### config.mk
export PLATFORM = sky130hd
export DESIGN_NAME = oam_dma_bus_flat
export DESIGN_NICKNAME = d
export VERILOG_FILES = /design/src/rtl/oam_dma_bus_if.sv /design/src/rtl/oam_dma_bus.sv /design/src/flat_wrapper.sv
export SDC_FILE = /design/constraint.sdc
export NUM_CORES = 1
export LEC_CHECK = 0
export ABC_AREA = 1
export CAP_MARGIN = 10
export CORE_ASPECT_RATIO = 0.5
export CORE_MARGIN = 4
export CORE_UTILIZATION = 60
export CTS_CLUSTER_SIZE = 28
export DETAILED_ROUTE_END_ITERATION = 16
export PLACE_DENSITY = 0.75
export SYNTH_ARGS = -nofsm -noshare
export SYNTH_HDL_FRONTEND = slang
export SYNTH_SLANG_ARGS = --single-unit
### constraint.sdc
create_clock -name clk -period 4.9 [get_ports clk]
set_clock_uncertainty 0.05 [all_clocks]
set_input_delay 0.49 -clock clk [delete_from_list [all_inputs] [get_ports clk]]
set_output_delay 0.49 -clock clk [all_outputs]
set_load 0.005 [all_outputs]
### src/rtl/oam_dma_bus_if.sv
// Signal bundle between the sm83 memory port, the external bus and OAM.
// slave is the bus front-end, master is whatever drives the CPU side.
interface oam_dma_bus_if;
    logic [15:0] cpu_addr;
    logic [7:0]  cpu_wdata;
    logic        cpu_write;
    logic [7:0]  cpu_rdata;
    logic [15:0] bus_addr;
    logic [7:0]  bus_wdata;
    logic        bus_write;
    logic [7:0]  bus_rdata;
    logic [7:0]  oam_addr;
    logic [7:0]  oam_wdata;
    logic        oam_we;
    logic [7:0]  oam_rdata;
    logic        dma_active;

    modport slave (
        input  cpu_addr, cpu_wdata, cpu_write,
        input  bus_rdata, oam_rdata,
        output cpu_rdata, bus_addr, bus_wdata,
        output bus_write, oam_addr, oam_wdata,
        output oam_we, dma_active
    );

    modport master (
        output cpu_addr, cpu_wdata, cpu_write,
        output bus_rdata, oam_rdata,
        input  cpu_rdata, bus_addr, bus_wdata,
        input  bus_write, oam_addr, oam_wdata,
        input  oam_we, dma_active
    );
endinterface

### src/rtl/oam_dma_bus.sv
// sm83 memory front-end: address decode, HRAM, and the FF46 OAM DMA engine.
// During DMA the engine owns bus and OAM; the CPU only sees HRAM and FF46.
module oam_dma_bus (
    input logic          clk,
    input logic          rst,
    oam_dma_bus_if.slave b
);
    typedef enum logic [1:0] {
        IDLE,
        START,
        XFER
    } state_t;

    state_t     state;
    logic [7:0] src_hi;
    logic [7:0] idx;
    logic       dma_act;
    logic [7:0] hram [127];

    logic       is_fe;
    logic       is_oam;
    logic       is_reg;
    logic       is_hram;
    logic       is_ext;
    logic       xfer;
    logic       reg_wr;
    logic [7:0] src_eff;

    assign is_fe   = b.cpu_addr[15:8] == 8'hFE;
    assign is_oam  = is_fe && (b.cpu_addr[7:0] < 8'hA0);
    assign is_reg  = b.cpu_addr == 16'hFF46;
    assign is_hram = (b.cpu_addr >= 16'hFF80) &&
                     (b.cpu_addr != 16'hFFFF);
    assign is_ext  = !is_fe && !is_reg && !is_hram;
    assign xfer    = state == XFER;
    assign reg_wr  = b.cpu_write && is_reg;

    // Echo RAM sources E0..FF fold back onto C0..DF
    assign src_eff = (src_hi < 8'hE0) ? src_hi
                                      : src_hi - 8'h20;

    always_ff @(posedge clk) begin
        if (!rst) begin
            state   <= IDLE;
            idx     <= 8'h00;
            src_hi  <= 8'h00;
            dma_act <= 1'b0;
        end else if (reg_wr) begin
            state   <= START;
            idx     <= 8'h00;
            src_hi  <= b.cpu_wdata;
            dma_act <= 1'b1;
        end else begin
            unique case (state)
                START: state <= XFER;
                XFER: begin
                    idx <= idx + 8'h01;
                    if (idx == 8'h9F) begin
                        state   <= IDLE;
                        dma_act <= 1'b0;
                    end
                end
                default: state <= IDLE;
            endcase
        end
    end

    always_ff @(posedge clk) begin
        if (rst && b.cpu_write && is_hram)
            hram[b.cpu_addr[6:0]] <= b.cpu_wdata;
    end

    always_comb begin
        b.cpu_rdata = b.bus_rdata;
        if (!rst)
            b.cpu_rdata = 8'hFF;
        else if (is_reg)
            b.cpu_rdata = src_hi;
        else if (is_hram)
            b.cpu_rdata = hram[b.cpu_addr[6:0]];
        else if (dma_act)
            b.cpu_rdata = 8'hFF;
        else if (is_oam)
            b.cpu_rdata = b.oam_rdata;
        else if (is_fe)
            b.cpu_rdata = 8'h00;
    end

    always_comb begin
        b.bus_addr  = b.cpu_addr;
        b.bus_wdata = b.cpu_wdata;
        b.bus_write = b.cpu_write && is_ext;
        b.oam_addr  = b.cpu_addr[7:0];
        b.oam_wdata = b.cpu_wdata;
        b.oam_we    = b.cpu_write && is_oam;
        if (!rst) begin
            b.bus_addr  = 16'h0000;
            b.bus_write = 1'b0;
            b.oam_we    = 1'b0;
        end else if (dma_act) begin
            b.bus_addr  = {src_eff, idx};
            b.bus_write = 1'b0;
            b.oam_addr  = idx;
            b.oam_wdata = b.bus_rdata;
            b.oam_we    = xfer;
        end
    end

    assign b.dma_active = dma_act;
endmodule

### src/flat_wrapper.sv
// flat-port wrapper written by rule: the top's interface ports become plain ports
module oam_dma_bus_flat 
  (clk, rst, b_cpu_addr, b_cpu_wdata, b_cpu_write, b_bus_rdata, b_oam_rdata, b_cpu_rdata, b_bus_addr, b_bus_wdata, b_bus_write, b_oam_addr, b_oam_wdata, b_oam_we, b_dma_active);
  oam_dma_bus_if b_i ();
  input logic clk;
  input logic rst;
  input wire logic [$bits(b_i.cpu_addr)-1:0] b_cpu_addr;
  input wire logic [$bits(b_i.cpu_wdata)-1:0] b_cpu_wdata;
  input wire logic [$bits(b_i.cpu_write)-1:0] b_cpu_write;
  input wire logic [$bits(b_i.bus_rdata)-1:0] b_bus_rdata;
  input wire logic [$bits(b_i.oam_rdata)-1:0] b_oam_rdata;
  output wire logic [$bits(b_i.cpu_rdata)-1:0] b_cpu_rdata;
  output wire logic [$bits(b_i.bus_addr)-1:0] b_bus_addr;
  output wire logic [$bits(b_i.bus_wdata)-1:0] b_bus_wdata;
  output wire logic [$bits(b_i.bus_write)-1:0] b_bus_write;
  output wire logic [$bits(b_i.oam_addr)-1:0] b_oam_addr;
  output wire logic [$bits(b_i.oam_wdata)-1:0] b_oam_wdata;
  output wire logic [$bits(b_i.oam_we)-1:0] b_oam_we;
  output wire logic [$bits(b_i.dma_active)-1:0] b_dma_active;
  assign b_i.cpu_addr = b_cpu_addr;
  assign b_i.cpu_wdata = b_cpu_wdata;
  assign b_i.cpu_write = b_cpu_write;
  assign b_i.bus_rdata = b_bus_rdata;
  assign b_i.oam_rdata = b_oam_rdata;
  assign b_cpu_rdata = b_i.cpu_rdata;
  assign b_bus_addr = b_i.bus_addr;
  assign b_bus_wdata = b_i.bus_wdata;
  assign b_bus_write = b_i.bus_write;
  assign b_oam_addr = b_i.oam_addr;
  assign b_oam_wdata = b_i.oam_wdata;
  assign b_oam_we = b_i.oam_we;
  assign b_dma_active = b_i.dma_active;
  oam_dma_bus u_core (.clk(clk), .rst(rst), .b(b_i));
endmodule
==> flow_summary.toml <==
[clock_network]
hold_buffers = 0
cts_made_buffers = 89
insertion_delay_ns = 0.65
htree_num_levels = 3
post-cts-setup-buffer-count = 0
cts_tree = "built"
cts_sinks = 1035
clkTransAtPathRegs_ns = 0.06
cts.repair.resized = 0
clockBufferDepth = 3
cts_root_buf = "clkbuf_16"

[floorplan]
core-area_um2 = 73600
dieArea_um2 = 79500
start_util_pct = 61.0
io_pins = 94
rows = 70
die_h_um = 201
fp.dieW_um = 395

[detailed_routing]
num_vias = 31800
wl_per_cell_um = 21.3
vias_per_cell = 5.73
detail-route-antenna-nets = 0
wl_mm = 118
firstDrtPassIters = 6
drc = 0
drt_iter0_markers = 4653

[power_and_ir_drop]
switching_power_mw = 4.10
swShare_pct = 22.7
power_frac_clock_pct = 39.8
p_comb_share_pct = 6.6
leakagePower_nw = 20.1
p_per_area_nw_per_um2 = 365
finalPower_mw = 18.1
ir_worst_vdd_uv = 266
p_int_mw = 14.0
power_frac_seq_pct = 53.7

[synth]
postSynthAreaPerCell_um2 = 10.1
syn-num-nets = 4507
yosysUniqueCellTypes = 38
ys_ff_latch = 1035
synth.cell_area_um2 = 44900
yosysTopAreaCellShare_pct = 68.0
synth_top_area_cell = "edfxtp_1"
synthCells = 4462
seq_area_frac_synth_pct = 68.8
synth_area_leaders = "edfxtp_1 68%, nand2_1 17%, inv_1 3.0%"
yosysWarnings = 0

[run_status]
outcome = "completed"

[timing]
tns_ns = 0
fmax_mhz = 229
setup-violations-final = 0
hold_ws_ns = 0.163
slew_violations = 0
rsz0062_at_grt = "no"
worst_slack_ns = 0.528
fin_crit_sh_pct = 89.2
worst_pin_slew_ns = 1.07
finalHoldViolCount = 0
period_needed_ns = 4.37
maxSlewHeadroom_pct = 28.8

[place]
gp_congestion = 0.932
place_area_um2 = 46600
io_buffers = 93
post-place-ws_ns = 0.720
dpl.cell_count = 5377
dp_hpwl_mm = 69.4

[setup_path]
critical_path_class = "primary input to primary output"
end_kind = "primary output"
critPathLaunchType = "primary input"
path_max_fanout = 72
worstPathRequired_ns = 4.36
cp.arrival_ns = 3.83

[final_layout]
area_delta_synth_final_pct = 10.4
final_area_um2 = 49500
utilization_pct = 67.3
layout_commonest_cell = "nand2_1"
final_cell_mix = "2039 x nand2_1, 1016 x edfxtp_1, 360 x inv_1"
drive_gt1_share_pct = 5.38
n_fill_cell = 5289
final_cells = 5544
final_net_count = 4541

[grt]
antenna_found_initial = 3
gr-total-overflow = 0
grt_usage_pct = 29.5
grt_pass1_wl_mm = 180
grt_pass1_vias = 30800
grt_max_degree = 194

[job]
maxCapViolCount = 0

[hold_path]
hold_class = "primary input to flip-flop"
-- power by group through the flow --
stage               Combinational, mW  Clock (mW)  Sequential, mW
detailed placement               1.15           0            9.90
floorplan                       0.617           0            9.90
CTS                              1.16        7.21            9.71
finish                           1.19        7.20            9.71
global placement                 1.13           0            9.90
global route                     1.28        7.60            9.70
-- cell usage after synthesis --
library cell,n
nand4_1,8
nand3_1,270
nand2_2,10
and2_1,1
inv_1,361
buf_4,27
or2_2,4
clkinv_1,2
a32o_1,1
a22oi_1,2
a21oi_1,34
edfxtp_1,1016
buf_2,116
or2_1,3
a21oi_2,1
buf_6,9
nor3_2,2
nand2_4,1
clkbuf_1,41
nand2_1,2039
nor2_4,3
nor3b_1,3
o31ai_4,1
o211ai_1,4
inv_2,8
xor2_1,5
o22ai_1,2
nor2_2,2
o21ai_1,34
nand3_2,2
dfxtp_1,19
buf_1,24
nor3_1,7
nor2_1,314
nor2_8,1
o21ai_0,73
ha_1,2
or2_0,10
-- worst max-delay path: stages --
cell and delay [ns]:
buf_6 0.48, inv_6 0.30, nor2_4 0.21, buf_12 0.37
a21oi_1 0.14, nand2_1 0.12, nand2_1 0.06, nand2_1 0.08
nand2_1 0.06, nand2_1 0.16, nor2_1 0.15, nor2_1 0.27
nor2_1 0.10, nand2_1 0.10, nand2_1 0.05, nand2_1 0.07
clkdlybuf4s50_1 0.51
-- registers in the layout (all words and copies together), names as in the netlist --
signal               flops
u_core.hram           1016
u_core.idx               8
u_core.src_hi            8
u_core.state             2
u_core.b.dma_active      1
-- path summary, 6_finish.rpt --
check / start / endpoint / slack (ns) / cells past startpoint
setup / recovery: b_cpu_addr[1] / b_cpu_rdata[2] / 0.53 / 17
hold / removal: b_cpu_wdata[0] / u_core.hram[84][0] / 0.16 / 1
setup reg to reg: u_core.b.dma_active / u_core.b.dma_active / 2.81 / 4
hold reg to reg: u_core.src_hi[3] / u_core.src_hi[3] / 0.45 / 2
-- per-layer routing --
layer  global-route usage (%)  up-vias  share of wire, %
met5                        0        -                 0
met2                     46.7     1964                46
met3                     7.35      303                12
met1                     40.2    15000                38
met4                     10.5        0               3.7
li1                         -    14500                 -
-- final cells by class --
type	instances	area [um2]	area share [%]
Antenna cell	1	2.50	0.00505
Clock buffer	115	2400	4.84
Clock inverter	51	548	1.11
Inverter	371	1410	2.84
Multi-Input combinational cell	2839	11500	23.2
Sequential cell	1035	30900	62.4
Tap cell	972	1220	2.46
Timing Repair Buffer	160	1590	3.21
-- cell families after synthesis --
kind of cell	count (synthesis)	synth area share [%]
AND/OR/NAND/NOR	2680	23.6
flip-flops	1035	68.8
buffers and inverters	588	5.62
AO/OA/AOI/OAI	152	1.79
XOR/XNOR	5	0.0976
adder cells (fa/ha/maj)	2	0.0558
Power figures use the tool's default switching activity.
